$ cat src/rtl/imem_loader.sv
// imem_loader -- boot-time instruction memory loader.
//
// Receives a framed byte stream over valid/ready:
//   CNT_LO, CNT_HI (16-bit word count N, little-endian), then 4*N data bytes.
// Each group of 4 bytes forms one little-endian 32-bit word (first byte is bits 7:0).
// Words are written sequentially into imem starting at word address 0.
// The CPU is held in reset (cpu_hold = 1) until the whole image has been written.
//
// Optional feature: define IMEM_LOADER_CSUM_EN to require a trailing checksum byte.
// That byte is the XOR of all 4*N data bytes and is still required when N = 0.
// A mismatching checksum ends in ERR. The words have already been written by then.
//
// Ports:
//   clk           system clock, rising edge
//   rst           asynchronous active-low reset
//   start         re-arm pulse, honoured only in DONE or ERR
//   in_valid      byte-stream valid
//   in_data       byte-stream data
//   in_ready      loader can accept a byte this cycle (decoded from state only)
//   imem_we       imem write strobe, one cycle per word
//   imem_waddr    imem word address
//   imem_wdata    instruction word
//   cpu_hold      high keeps the CPU in reset
//   done          image loaded successfully
//   error         frame rejected or timed out
//   words_loaded  number of words written in this frame
module imem_loader #(
    parameter int IMEM_DEPTH     = 256,
    parameter int ADDR_W         = 8,
    parameter int TIMEOUT_CYCLES = 1024
) (
    input  logic              clk,
    input  logic              rst,
    input  logic              start,
    input  logic              in_valid,
    input  logic [7:0]        in_data,
    output logic              in_ready,
    output logic              imem_we,
    output logic [ADDR_W-1:0] imem_waddr,
    output logic [31:0]       imem_wdata,
    output logic              cpu_hold,
    output logic              done,
    output logic              error,
    output logic [ADDR_W:0]   words_loaded
);

    localparam int WL_W  = ADDR_W + 1;
    localparam int TMO_W = $clog2(TIMEOUT_CYCLES + 1);
    // Idle count at which the next idle cycle is the last one allowed.
    localparam logic [TMO_W-1:0] TMO_LAST = TMO_W'(TIMEOUT_CYCLES - 1);

    typedef enum logic [2:0] {
        S_IDLE,
        S_CNT_HI,
        S_DATA,
        S_WRITE,
        S_DONE,
        S_ERR
`ifdef IMEM_LOADER_CSUM_EN
        , S_CSUM
`endif
    } state_t;

    // State entered once the last word is written (or immediately when N = 0).
`ifdef IMEM_LOADER_CSUM_EN
    localparam state_t S_AFTER_LAST = S_CSUM;
`else
    localparam state_t S_AFTER_LAST = S_DONE;
`endif

    state_t          state_q, state_d;
    logic [7:0]      cnt_lo_q, cnt_lo_d;
    logic [15:0]     n_q, n_d;
    logic [31:0]     asm_q, asm_d;
    logic [1:0]      idx_q, idx_d;
    logic [TMO_W-1:0] tmo_q, tmo_d;
    logic [WL_W-1:0] words_q, words_d;
    logic            hold_q, hold_d;
    logic            done_q, done_d;
    logic            error_q, error_d;
`ifdef IMEM_LOADER_CSUM_EN
    logic [7:0]      csum_q, csum_d;
`endif

    logic            ready;
    logic            timed;
    logic [WL_W-1:0] words_inc;
    logic [15:0]     n_cand;

    always_ff @(posedge clk or negedge rst) begin
        if (!rst) begin
            state_q  <= S_IDLE;
            cnt_lo_q <= '0;
            n_q      <= '0;
            asm_q    <= '0;
            idx_q    <= '0;
            tmo_q    <= '0;
            words_q  <= '0;
            hold_q   <= 1'b1;
            done_q   <= 1'b0;
            error_q  <= 1'b0;
`ifdef IMEM_LOADER_CSUM_EN
            csum_q   <= '0;
`endif
        end else begin
            state_q  <= state_d;
            cnt_lo_q <= cnt_lo_d;
            n_q      <= n_d;
            asm_q    <= asm_d;
            idx_q    <= idx_d;
            tmo_q    <= tmo_d;
            words_q  <= words_d;
            hold_q   <= hold_d;
            done_q   <= done_d;
            error_q  <= error_d;
`ifdef IMEM_LOADER_CSUM_EN
            csum_q   <= csum_d;
`endif
        end
    end

    always_comb begin
        state_d   = state_q;
        cnt_lo_d  = cnt_lo_q;
        n_d       = n_q;
        asm_d     = asm_q;
        idx_d     = idx_q;
        tmo_d     = '0;
        words_d   = words_q;
`ifdef IMEM_LOADER_CSUM_EN
        csum_d    = csum_q;
`endif
        ready     = 1'b0;
        timed     = 1'b0;
        words_inc = words_q + WL_W'(1);
        n_cand    = {in_data, cnt_lo_q};

        case (state_q)
            S_IDLE: begin
                ready = 1'b1;
                if (in_valid) begin
                    cnt_lo_d = in_data;
                    state_d  = S_CNT_HI;
`ifdef IMEM_LOADER_CSUM_EN
                    csum_d   = '0;
`endif
                end
            end
            S_CNT_HI: begin
                ready = 1'b1;
                timed = 1'b1;
                if (in_valid) begin
                    n_d     = n_cand;
                    words_d = '0;
                    idx_d   = '0;
                    if (n_cand == 16'd0) begin
                        state_d = S_AFTER_LAST;
                    end else if (n_cand > 16'(IMEM_DEPTH)) begin
                        state_d = S_ERR;
                    end else begin
                        state_d = S_DATA;
                    end
                end
            end
            S_DATA: begin
                ready = 1'b1;
                timed = 1'b1;
                if (in_valid) begin
                    // Shift in from the top so the first byte ends up in bits 7:0.
                    asm_d = {in_data, asm_q[31:8]};
                    idx_d = idx_q + 2'd1;
`ifdef IMEM_LOADER_CSUM_EN
                    csum_d = csum_q ^ in_data;
`endif
                    if (idx_q == 2'd3) begin
                        state_d = S_WRITE;
                    end
                end
            end
            S_WRITE: begin
                words_d = words_inc;
                state_d = (16'(words_inc) == n_q) ? S_AFTER_LAST : S_DATA;
            end
`ifdef IMEM_LOADER_CSUM_EN
            S_CSUM: begin
                ready = 1'b1;
                timed = 1'b1;
                if (in_valid) begin
                    state_d = (in_data == csum_q) ? S_DONE : S_ERR;
                end
            end
`endif
            S_DONE, S_ERR: begin
                if (start) begin
                    state_d = S_IDLE;
                    words_d = '0;
                end
            end
            default: begin
                state_d = S_IDLE;
            end
        endcase

        // Idle-cycle watchdog inside a frame; any accepted byte restarts it.
        if (timed && !in_valid) begin
            if (tmo_q == TMO_LAST) begin
                state_d = S_ERR;
            end else begin
                tmo_d = tmo_q + TMO_W'(1);
            end
        end
        if (state_d != state_q) begin
            tmo_d = '0;
        end

        // Status flags are registered so they change on the same edge as the state.
        done_d  = (state_d == S_DONE);
        error_d = (state_d == S_ERR);
        hold_d  = (state_d != S_DONE);
    end

    assign in_ready     = ready;
    assign imem_we      = (state_q == S_WRITE);
    assign imem_waddr   = words_q[ADDR_W-1:0];
    assign imem_wdata   = asm_q;
    assign cpu_hold     = hold_q;
    assign done         = done_q;
    assign error        = error_q;
    assign words_loaded = words_q;

endmodule

$ cat config.mk
export PLATFORM = sky130hd
export DESIGN_NAME = imem_loader
export DESIGN_NICKNAME = d
export VERILOG_FILES = /design/src/rtl/imem_loader.sv
export SDC_FILE = /design/constraint.sdc
export NUM_CORES = 1
export LEC_CHECK = 0
export CAP_MARGIN = 20
export CORE_ASPECT_RATIO = 1.2
export CORE_MARGIN = 8
export CORE_UTILIZATION = 48
export DETAILED_ROUTE_END_ITERATION = 10
export PLACE_DENSITY = 0.74
export SYNTH_ARGS = -nofsm -noshare
export SYNTH_HDL_FRONTEND = slang
export SYNTH_SLANG_ARGS = --single-unit
$ cat constraint.sdc
create_clock -name clk -period 2.34 [get_ports clk]
set_clock_uncertainty 0.15 [all_clocks]
set_input_delay 0.585 -clock clk [delete_from_list [all_inputs] [get_ports clk]]
set_output_delay 0.585 -clock clk [all_outputs]
set_load 0.02 [all_outputs]
Yosys cells after proc, flatten, opt, wreduce, memory -nomap -nowiden:

Cells that the tools add are included.
Widths: inputs -> output; s select.

* flip-flop bits (word level): 84
* bits of input ports: 12
* output and inout port bits: 54
* word-level logic and storage cells: 65

* add/sub/neg operators: 3
* order comparisons: 1
* equality and inequality tests: 15
* mux-type cells: 22
* reductions and logical operators: 14

Operator list (count)
* $mux 11: 3
* $mux 3: 10
* $pmux 9 s3: 1
* $mux 9: 2
* $eq 9x16->1: 1
* $gt 16x9->1 const B: 1
* $logic_not 16->1: 1
* $pmux 3 s5: 1
* $eq 3x3->1 const B: 4
* $add 11x1->11 const B: 1
* $eq 11x10->1 const B: 1
* $add 9x1->9 const B: 1
* $eq 3x2->1 const B: 2
* $ne 2x2->1 const B: 3
* $reduce_and 2->1: 3
* $reduce_and 3->1: 2
* $mux 2: 2
* $pmux 2 s2: 1
* $reduce_or 2->1: 2
* $eq 3x1->1 const B: 1
* $logic_not 3->1: 1
* $ne 3x3->1: 1
* $ne 3x3->1 const B: 1
* $reduce_bool 3->1: 1
* 7 further kinds: 8

Longest topological paths before layout:

Gate-level depths: netlist of run 1.

* word-level depth: 9
* mapped depth: 8
* depth with buffers taken out: 6

Worst setup path after synthesis of run 1:

No wires, ideal clock.

* path kind: register to register
* start: register words_q[1] (netlist: words_loaded[1])
* end: register hold_q (netlist: cpu_hold)
* library setup time: 80 ps
* arrival time: 2127 ps
* data required time: 2110 ps
* slack: -17 ps
* cell stages (with the launch flop): 7
* path buffers: 1
* path through: dfrtp_1 ha_1 buf_2 or4_1 a21o_1 a2111o_1 o22a_1

* cells in the longest elaborated chain, start to end: 7

RTL lines
* from (decl): RTL line 77 `logic [WL_W-1:0] words_q, words_d;`
* from (signal assigned): RTL line 112 `words_q <= words_d;`
* $add 9x1->9 *: RTL line 135 `words_inc = words_q + WL_W'(1);`
* $eq 9x16->1 *: RTL line 182 `state_d = (16'(words_inc) == n_q) ? S_AFTER_LAST : S_DATA;`
* $mux 3 *: RTL line 182
* $pmux 3 s5 *: RTL line 138 `case (state_q)`
* $mux 3: RTL line 206 `if (tmo_q == TMO_LAST) begin`
* $mux 3 *: RTL line 205 `if (timed && !in_valid) begin`
* $ne 3x3->1 *: RTL line 219 `hold_d = (state_d != S_DONE);`
* net hold_d: RTL line 78 `logic hold_q, hold_d;`
* to (signal assigned): RTL line 113 `hold_q <= hold_d;`
* to (decl): RTL line 78

The timed path passes the listed nets; every way through them passes the cells marked *.
A chain may end at the register's enable or synchronous reset.

Worst setup path after layout of run 1:

* start: register words_q[0] (netlist: words_loaded[0])
* end: output words_loaded[0]

RTL lines
* to (decl): RTL line 44 `output logic [ADDR_W:0] words_loaded`

No word-level cell between the ends.

==> results_dict.tcl, run 1 <==
set metrics [dict create \
    status "finished clean" \
    p_int_mw 2.68 \
    cts_sinks 84 \
    ff_latch_area_um2 2110 \
    fillers 673 \
    synthArstFlopShare_pct 100 \
    dieArea_um2 11300 \
    grt_max_degree 41 \
    sw_frac_of_total_pct 31.4 \
    vias_per_cell 5.58 \
    drtAntennaViolNets 0 \
    core_um2 8020 \
    final_common_cell "dfrtp_1" \
    syn_area_um2 3890 \
    synth_seq_cells 84 \
    syn2layout_area_growth_pct 27.8 \
    p_seq_share_pct 48.9 \
    hp-class "input pin to async pin" \
    clock_power_share_pct 24.4 \
    drive_above_1_share_pct 28.4 \
    syn-num-nets 338 \
    die-width_um 98.2 \
    ys_seq_area_share_pct 54.0 \
    p_comb_share_pct 26.7 \
    grt_pass1_vias 2883 \
    irDropWorstVdd_mv 0.417 \
    cts_made_buffers 9 \
    place_area_um2 4790 \
    relSlewSlack_pct 64.6 \
    final_util_pct 62.1 \
    insertion_delay_ns 0.36 \
    final_cell_mix "dfrtp_1, clkdlybuf4s50_1, mux2_2" \
    dpl.hpwl_mm 6.28 \
    initialDrtViolationCount 104 \
    tightest_slew_ns 0.531 \
    antennaDiodeCount 0 \
    clk_root_buffer_cell "clkbuf_8" \
    h-tree-depth 3 \
    reg2reg_slack_ns 0.08 \
    syn_area_per_cell_um2 12.1 \
    wirelength_mm 8.46 \
    cp_max_fo 10 \
    fin_crit_sh_pct 97.1 \
    fmax_ghz 0.440 \
    portBuffers 65 \
    cp.arrival_ns 1.54 \
    fin_area_um2 4980 \
    route.detailed.drc 0 \
    hold_buffers 0 \
    placed_cells 487 \
    r2r_cells 5 \
    final_nets 418 \
    clockBufferDepth 2 \
    p_leak_nw 2.15 \
    grt.total_usage_pct 16.2 \
    start_util_pct 48.6 \
    die_h_um 115 \
    finalNonFillerCells 503 \
    gp_congestion 0.799 \
    grt_antenna_before_repair 0 \
    synthFlopType "dfrtp_1" \
    synth_edf_count 0 \
    report.final.hold_viol_count 0 \
    multi_input_area_um2 1620 \
    grt_pass1_wl_mm 14.4 \
    synth_cell_types 59 \
    dr.pass1.iters 4 \
    setup-violations-final 0 \
    dr_total_vias 2807 \
    critPathLaunchType "flop" \
    maxCapViolations 0 \
    p_sw_mw 1.23 \
    slew_violations 0 \
    cp-end-kind "primary output" \
    min_period_ns 2.27 \
    gr-total-overflow 0 \
    syn_inst 323 \
    yosys_warnings 0 \
    rsz0062_at_grt "no" \
    cts_tree "yes" \
    crit_required_ns 1.60 \
    critPathKind "flop to primary output" \
    p_per_area_nw_per_um2 785 \
    io_pins 66 \
    clkTransAtPathRegs_ns 0.09 \
    routedWlPerCell_um 16.8 \
    row_count 36 \
]
-- metrics by stage --
stage	setup TNS [ns]	setup slack, ns	hold slack, ns	power [mW]
3_3_place_gp	-10.65	-0.246	0.326	2.94
5_1_grt	0	0.0391	0.0725	4.14
4_1_cts	0	0.0100	0.0517	3.95
2_1_floorplan	0	0.0218	0.139	2.59
6_report	0	0.0668	0.0472	3.90
3_5_place_dp	-11.30	-0.269	0.335	2.99
-- final cells by class --
type | instances | share of cell area [%]
clock buffer | 9 | 2.49
tap | 95 | 2.39
sequential | 84 | 42.4
multi-input combinational | 210 | 32.6
timing repair buffer | 93 | 18.5
clock inverter | 7 | 1.21
inverter | 5 | 0.377
-- registers in the layout (all words and copies together) (netlist names) --
signal        count
imem_wdata       32
words_loaded      9
error             1
cpu_hold          1
idx_q             2
done              1
n_q              16
cnt_lo_q          8
state_q           3
tmo_q            11
-- cells in the mapped netlist (5+ instances only) --
cell / instances / share of area, %
nor4_1: 5 / 0.80
nand4_1: 7 / 1.1
nand2b_1: 5 / 0.80
xor2_1: 7 / 1.6
xnor2_1: 10 / 2.2
mux2_2: 57 / 16
o21ai_0: 15 / 1.9
inv_1: 5 / 0.48
dfrtp_1: 83 / 53
nand2_1: 20 / 1.9
nor2_1: 17 / 1.6
nor3_1: 5 / 0.64
buf_4: 11 / 2.1
buf_2: 7 / 0.90
-- power by group through the flow --
stage	registers [mW]	clock network (mW)	logic, mW
3_3_place_gp	1.92	0	1.02
4_1_cts	1.91	0.984	1.05
5_1_grt	1.95	1.05	1.14
3_5_place_dp	1.94	0	1.06
6_report	1.91	0.953	1.04
2_1_floorplan	1.91	0	0.680
-- worst max-delay path: stages (launching register included) --
cell and delay (ns):
dfrtp_1 0.37, buf_4 0.17, clkdlybuf4s50_1 0.64
-- logic make-up (layout without fill, tap and decap cells) --
family	count (synthesis)	in the layout	share of synthesized area, %
AO/OA/AOI/OAI	49	49	8.87
multiplexers	57	57	16.5
AND/OR/NAND/NOR	84	84	11.6
buffers and inverters	29	114	4.30
flip-flops	84	84	54.0
adder cells (fa/ha/maj)	3	3	0.964
XOR/XNOR	17	17	3.82
-- routing by layer --
metal  vias up  wire, um  global-route usage (%)
met4         0       173                    8.10
met5         -         0                       0
li1       1320         -                       -
met3        14       399                    3.89
met2        70      4150                    27.0
met1      1403      3740                    19.1
-- path summary, 6_finish.rpt --
kind / start / to
worst max-delay path: words_loaded[0] / words_loaded[0]
worst min-delay path: rst / words_loaded[0]
worst max register to register: words_loaded[0] / cpu_hold
worst min register to register: tmo_q[0] / tmo_q[0]
max in group asynchronous: rst / imem_wdata[24]
min in group clk: tmo_q[0] / tmo_q[0]
-- repair_timing --
action	in CTS	in global routing
resized for setup	3	4
setup buffers	0	0
endpoints found under the setup margin	4	7
pin swaps	0	0
No activity file was read; power rests on OpenSTA's default activity.
==> run 2: changes to the inputs <==
--- a/config.mk
+++ b/config.mk
@@ -7,10 +7,10 @@
 export LEC_CHECK = 0
 export CAP_MARGIN = 20
 export CORE_ASPECT_RATIO = 1.2
-export CORE_MARGIN = 8
-export CORE_UTILIZATION = 48
+export CORE_MARGIN = 3
+export CORE_UTILIZATION = 35
 export DETAILED_ROUTE_END_ITERATION = 10
-export PLACE_DENSITY = 0.74
+export PLACE_DENSITY = 0.57
 export SYNTH_ARGS = -nofsm -noshare
 export SYNTH_HDL_FRONTEND = slang
 export SYNTH_SLANG_ARGS = --single-unit
==> run 2 against run 1 <==
Compared with the run above:
- clock-buffer cell count grew 2
- utilization down 14 points
- power up 15%
- die area grew 10%
==> results_dict.tcl, run 2 (synthesis results as in run 1) <==
set metrics [dict create \
    grt.total_usage_pct 14.1 \
    tns_ns 0 \
    final_nets 414 \
    grt_pass1_wl_mm 13.8 \
    portBuffers 65 \
    dpl_worst_slack_ns -0.283 \
    min_period_ns 2.28 \
    cp_slowest_cell "or3b_2" \
    tightest_slew_ns 0.456 \
    grt_max_degree 38 \
    cpPeakStageDelay_ns 0.52 \
    io_pins 66 \
    globalRouteMet2Util_pct 21.2 \
    placed_cells 517 \
    die_h_um 122 \
    grt_antenna_before_repair 0 \
    cts_tree "yes" \
    dr.pass1.iters 4 \
    wirelength_mm 8.17 \
    clkTransAtPathRegs_ns 0.06 \
    clock_power_share_pct 34.8 \
    setup-violations-final 0 \
    core_um2 10700 \
    hold_buffers 0 \
    report.final.hold_viol_count 0 \
    cp.arrival_ns 2.35 \
    row_count 41 \
    dieArea_um2 12400 \
    p_sw_mw 1.22 \
    crit_path_cell_trace "clkdlybuf4s50_1, or3b_2, nor2_4, buf_12, mux2_2" \
    grt_pass1_vias 2764 \
    dpl.hpwl_mm 5.88 \
    syn2layout_area_growth_pct 31.7 \
    slew_violations 0 \
    crit_family "buffers and inverters" \
    drive_above_1_share_pct 27.5 \
    cts_made_buffers 9 \
    p_per_area_nw_per_um2 876 \
    cp-end-kind "flop" \
    die-width_um 102 \
    gr-total-overflow 0 \
    clockBufferDepth 2 \
    finalNonFillerCells 533 \
    cp_max_fo 36 \
    h-tree-depth 3 \
    p_comb_share_pct 22.4 \
    fmax_ghz 0.439 \
    routedWlPerCell_um 15.3 \
    setup_slack_ns 0.0634 \
    initialDrtViolationCount 70 \
    gp_congestion 0.778 \
    grt-busiest-layer "met2" \
    cts_sinks 84 \
    status "finished clean" \
    largest_reg_flops 32 \
    cp_num_buf_inv 2 \
    critPathKind "input pin to flop" \
    use_met3_pct 3.67 \
    post_cts_buffers 0 \
    critPathLaunchType "input pin" \
    dr_total_vias 2712 \
    reg2reg_slack_ns 0.15 \
    p_int_mw 3.27 \
    relSlewSlack_pct 69.6 \
    p_leak_nw 2.21 \
    fin_crit_sh_pct 97.3 \
    irDropWorstVdd_mv 0.360 \
    crit_required_ns 2.41 \
    start_util_pct 36.5 \
    final_util_pct 48.1 \
    cts_resized 2 \
    use_met1_pct 20.0 \
    p_seq_share_pct 42.8 \
    hp-class "input pin to async pin" \
    route.detailed.drc 0 \
    final_common_cell "dfrtp_1" \
    final_cell_mix "dfrtp_1, clkdlybuf4s50_1, mux2_2" \
    sw_frac_of_total_pct 27.1 \
    clk_root_buffer_cell "clkbuf_16" \
    rsz0062_at_grt "no" \
    drtAntennaViolNets 0 \
    antennaDiodeCount 0 \
    insertion_delay_ns 0.33 \
    maxCapViolations 0 \
    vias_per_cell 5.09 \
]
-- run 2: stage by stage --
stage               hold WS [ns]  instance area (um^2)  power [mW]
finish                    0.0472                  5130        4.49
global route              0.0716                  5130        4.75
CTS                       0.0586                  5120        4.56
detailed placement         0.336                  4790        2.98
global placement           0.333                  4790        2.96
floorplan                  0.139                  3900        2.59
-- run 2: cell type report --
type	count	area [um^2]
fill	1012	5540
sequential	84	2110
multi-input combinational	210	1630
timing repair buffer	89	876
clock buffer	11	253
tap	129	161
clock inverter	5	82.6
inverter	5	18.8
-- run 2: power groups by stage --
stage,Clock (mW),Sequential (mW),Combinational [mW]
after CTS,1.61,1.93,1.02
after detailed placement,0,1.96,1.02
after global routing,1.68,1.97,1.10
after floorplan,0,1.91,0.680
final,1.56,1.92,1.01
after global placement,0,1.95,1.01
-- run 2: metal layers --
layer  vias to the layer above  share of wire (%)
met1                      1330                 48
met5                         -                  0
met2                        57                 47
li1                       1316                  -
met4                         0                1.5
met3                         9                3.8
-- run 2: path summary, 6_finish.rpt --
path | startpoint | to | cells after the start
max | in_valid | imem_wdata[7] | 5
min | rst | imem_wdata[6] | 1
max reg2reg | words_loaded[1] | cpu_hold | 5
min reg2reg | tmo_q[0] | tmo_q[0] | 1
max in group asynchronous | rst | words_loaded[4] | 2
min in group clk | tmo_q[0] | tmo_q[0] | 1
==> run 3: changes to the inputs <==
--- a/config.mk
+++ b/config.mk
@@ -9,6 +9,7 @@
 export CORE_ASPECT_RATIO = 1.2
 export CORE_MARGIN = 3
 export CORE_UTILIZATION = 35
+export CTS_CLUSTER_DIAMETER = 40
 export DETAILED_ROUTE_END_ITERATION = 10
 export PLACE_DENSITY = 0.57
 export SYNTH_ARGS = -nofsm -noshare
==> results of run 3 <==
The final DEF is identical to that of run 2; final timing and power are the same.
==> RTL edit, RTL diff (flow settings as in run 2) <==
The option `IMEM_LOADER_CSUM_EN` is turned on by a define.
--- a/src/rtl/imem_loader.sv
+++ b/src/rtl/imem_loader.sv
@@ -24,6 +24,8 @@
 //   done          image loaded successfully
 //   error         frame rejected or timed out
 //   words_loaded  number of words written in this frame
+`define IMEM_LOADER_CSUM_EN
+
 module imem_loader #(
     parameter int IMEM_DEPTH     = 256,
     parameter int ADDR_W         = 8,
Function: changed (Yosys sat finds a counterexample within 4 cycles, from zero or initial values and one cycle with rst low).
==> RTL edit against run 2 <==
- area after synthesis grew 11%
- critical path type is now reg2out
- non-clock buffer count grew 13
- synthesized cell count grew 19%
- sequential cell count grew 8
- largest cell class unchanged
- first-iteration DRC count grew 69%
- global-route usage grew 0.14 points
- cell area grew 10%
- worst setup slack gained 0.030 ns
- routed wire length grew 14%
- power grew 4.2%
- clock power shrank 3%
- die area grew 11%
==> RTL edit: results (changes against run 2) <==
initial antenna violation count 0 (unchanged); Detailed Route WL 9.30 mm (+14%); deepest clock path buffer count 2 (unchanged); run status completed; first-pass GRT wire length 15.7 mm (+14%); main area contributors after synthesis dfrtp_1 53%, mux2_2 15%, xor2_1 3.2%; HPWL Detailed 6.87 mm (+17%); Commonest cells post-synth 91 x dfrtp_1, 56 x mux2_2, 33 x nand2_1; worst skew pair latency 0.34 ns; n_diodes 0 (unchanged); Worst EP arrival 1.51 ns (-0.84 ns); share of layout cells above drive strength 1 0.246 (-0.0284); Netlist cell types 53 (-10%); peak supply drop 385 uV (+6.9%); slowest stage cell, crit path clkdlybuf4s50_1; pre-CTS setup slack -0.251 ns (+0.0319 ns); Leakage 2.49 nW (+13%); CTS buffer count 9 (unchanged); nets 493 (+19%); number of flip-flops in the largest register 32 (unchanged); largest net degree at the start of global routing 37 (-2.6%); initial drt markers 118 (+69%); CTS root buf clkbuf_16; worst slew margin relative to its limit 0.541 (-0.155); synthesized net count 400 (+18%); CP peak stage delay 0.67 ns (+0.15 ns); Reg clk slew, reported paths 0.07 ns; CP top delay family buffers and inverters; sequential fraction of the synthesis area 0.532 (-0.00807); Total Routing Usage GR 0.143 (+0.00145); vias per cell 4.94 (-2.9%); hold crit path type reg2reg; Final GP Congestion 0.842 (+8.1%); fraction of registers with async set/reset 1.00 (unchanged); Port Buffer Count 65 (unchanged); CP Max Fanout 9 (-75%); hold path depth 1
[RTL edit: worst paths after layout]
path / slack, ns / end / start
worst min register to register: 0.34 / tmo_q[0] / tmo_q[0]
worst max-delay path: 0.09 / words_loaded[4] / words_loaded[4]
worst min-delay path: 0.34 / tmo_q[0] / tmo_q[0]
worst max register to register: 0.31 / done / cnt_lo_q[1]
min in group asynchronous: 0.53 / imem_wdata[3] / rst
max in group asynchronous: 0.94 / tmo_q[4] / rst
[RTL edit: kinds of logic after synthesis]
| logic type | share of synthesized area |
|---|---|
| flip-flops | 0.532 |
| XOR/XNOR | 0.0526 |
| AO/OA/AOI/OAI | 0.0783 |
| buffers and inverters | 0.0428 |
| AND/OR/NAND/NOR | 0.140 |
| multiplexers | 0.146 |
| adder cells (fa/ha/maj) | 0.00867 |
[RTL edit: metal layers]
layer,track usage,up-vias,share of wire
met1,0.179,1544,0.46
li1,-,1529,-
met2,0.231,75,0.47
met5,0,-,0
met3,0.0388,13,0.054
met4,0.0624,0,0.019
[RTL edit: what timing repair did]
item                                   in CTS  in global routing
buffers inserted                            0                  0
setup endpoints to repair                   2                  0
endpoints found under the hold margin      22                  0
hold buffers                                1                  0
resized for setup                           2                  0
[RTL edit: layout make-up]
cell class / count / area, um2
inverter: 16 / 60.1
multi-input combinational: 257 / 1840
clock inverter: 6 / 71.3
sequential: 92 / 2300
fill: 1116 / 6170
clock buffer: 10 / 239
timing repair buffer: 102 / 951
tap: 157 / 196
[RTL edit: power breakdown]
group | total (mW) | switching (mW) | internal (mW)
Sequential | 2.05 | 0.175 | 1.87
Clock | 1.51 | 0.640 | 0.867
Combinational | 1.13 | 0.533 | 0.596
[RTL edit: metrics by stage]
stage                     instances  power [mW]  instance area [um2]  hold slack, ns   util
after global routing            640        4.95                 5660           0.380  0.478
after floorplan                 385        2.80                 4330           0.139      -
after global placement          623        3.18                 5350           0.321  0.452
after detailed placement        623        3.22                 5350           0.333  0.452
final                           640        4.68                 5660           0.336  0.478
after CTS                       640        4.73                 5660           0.341  0.478
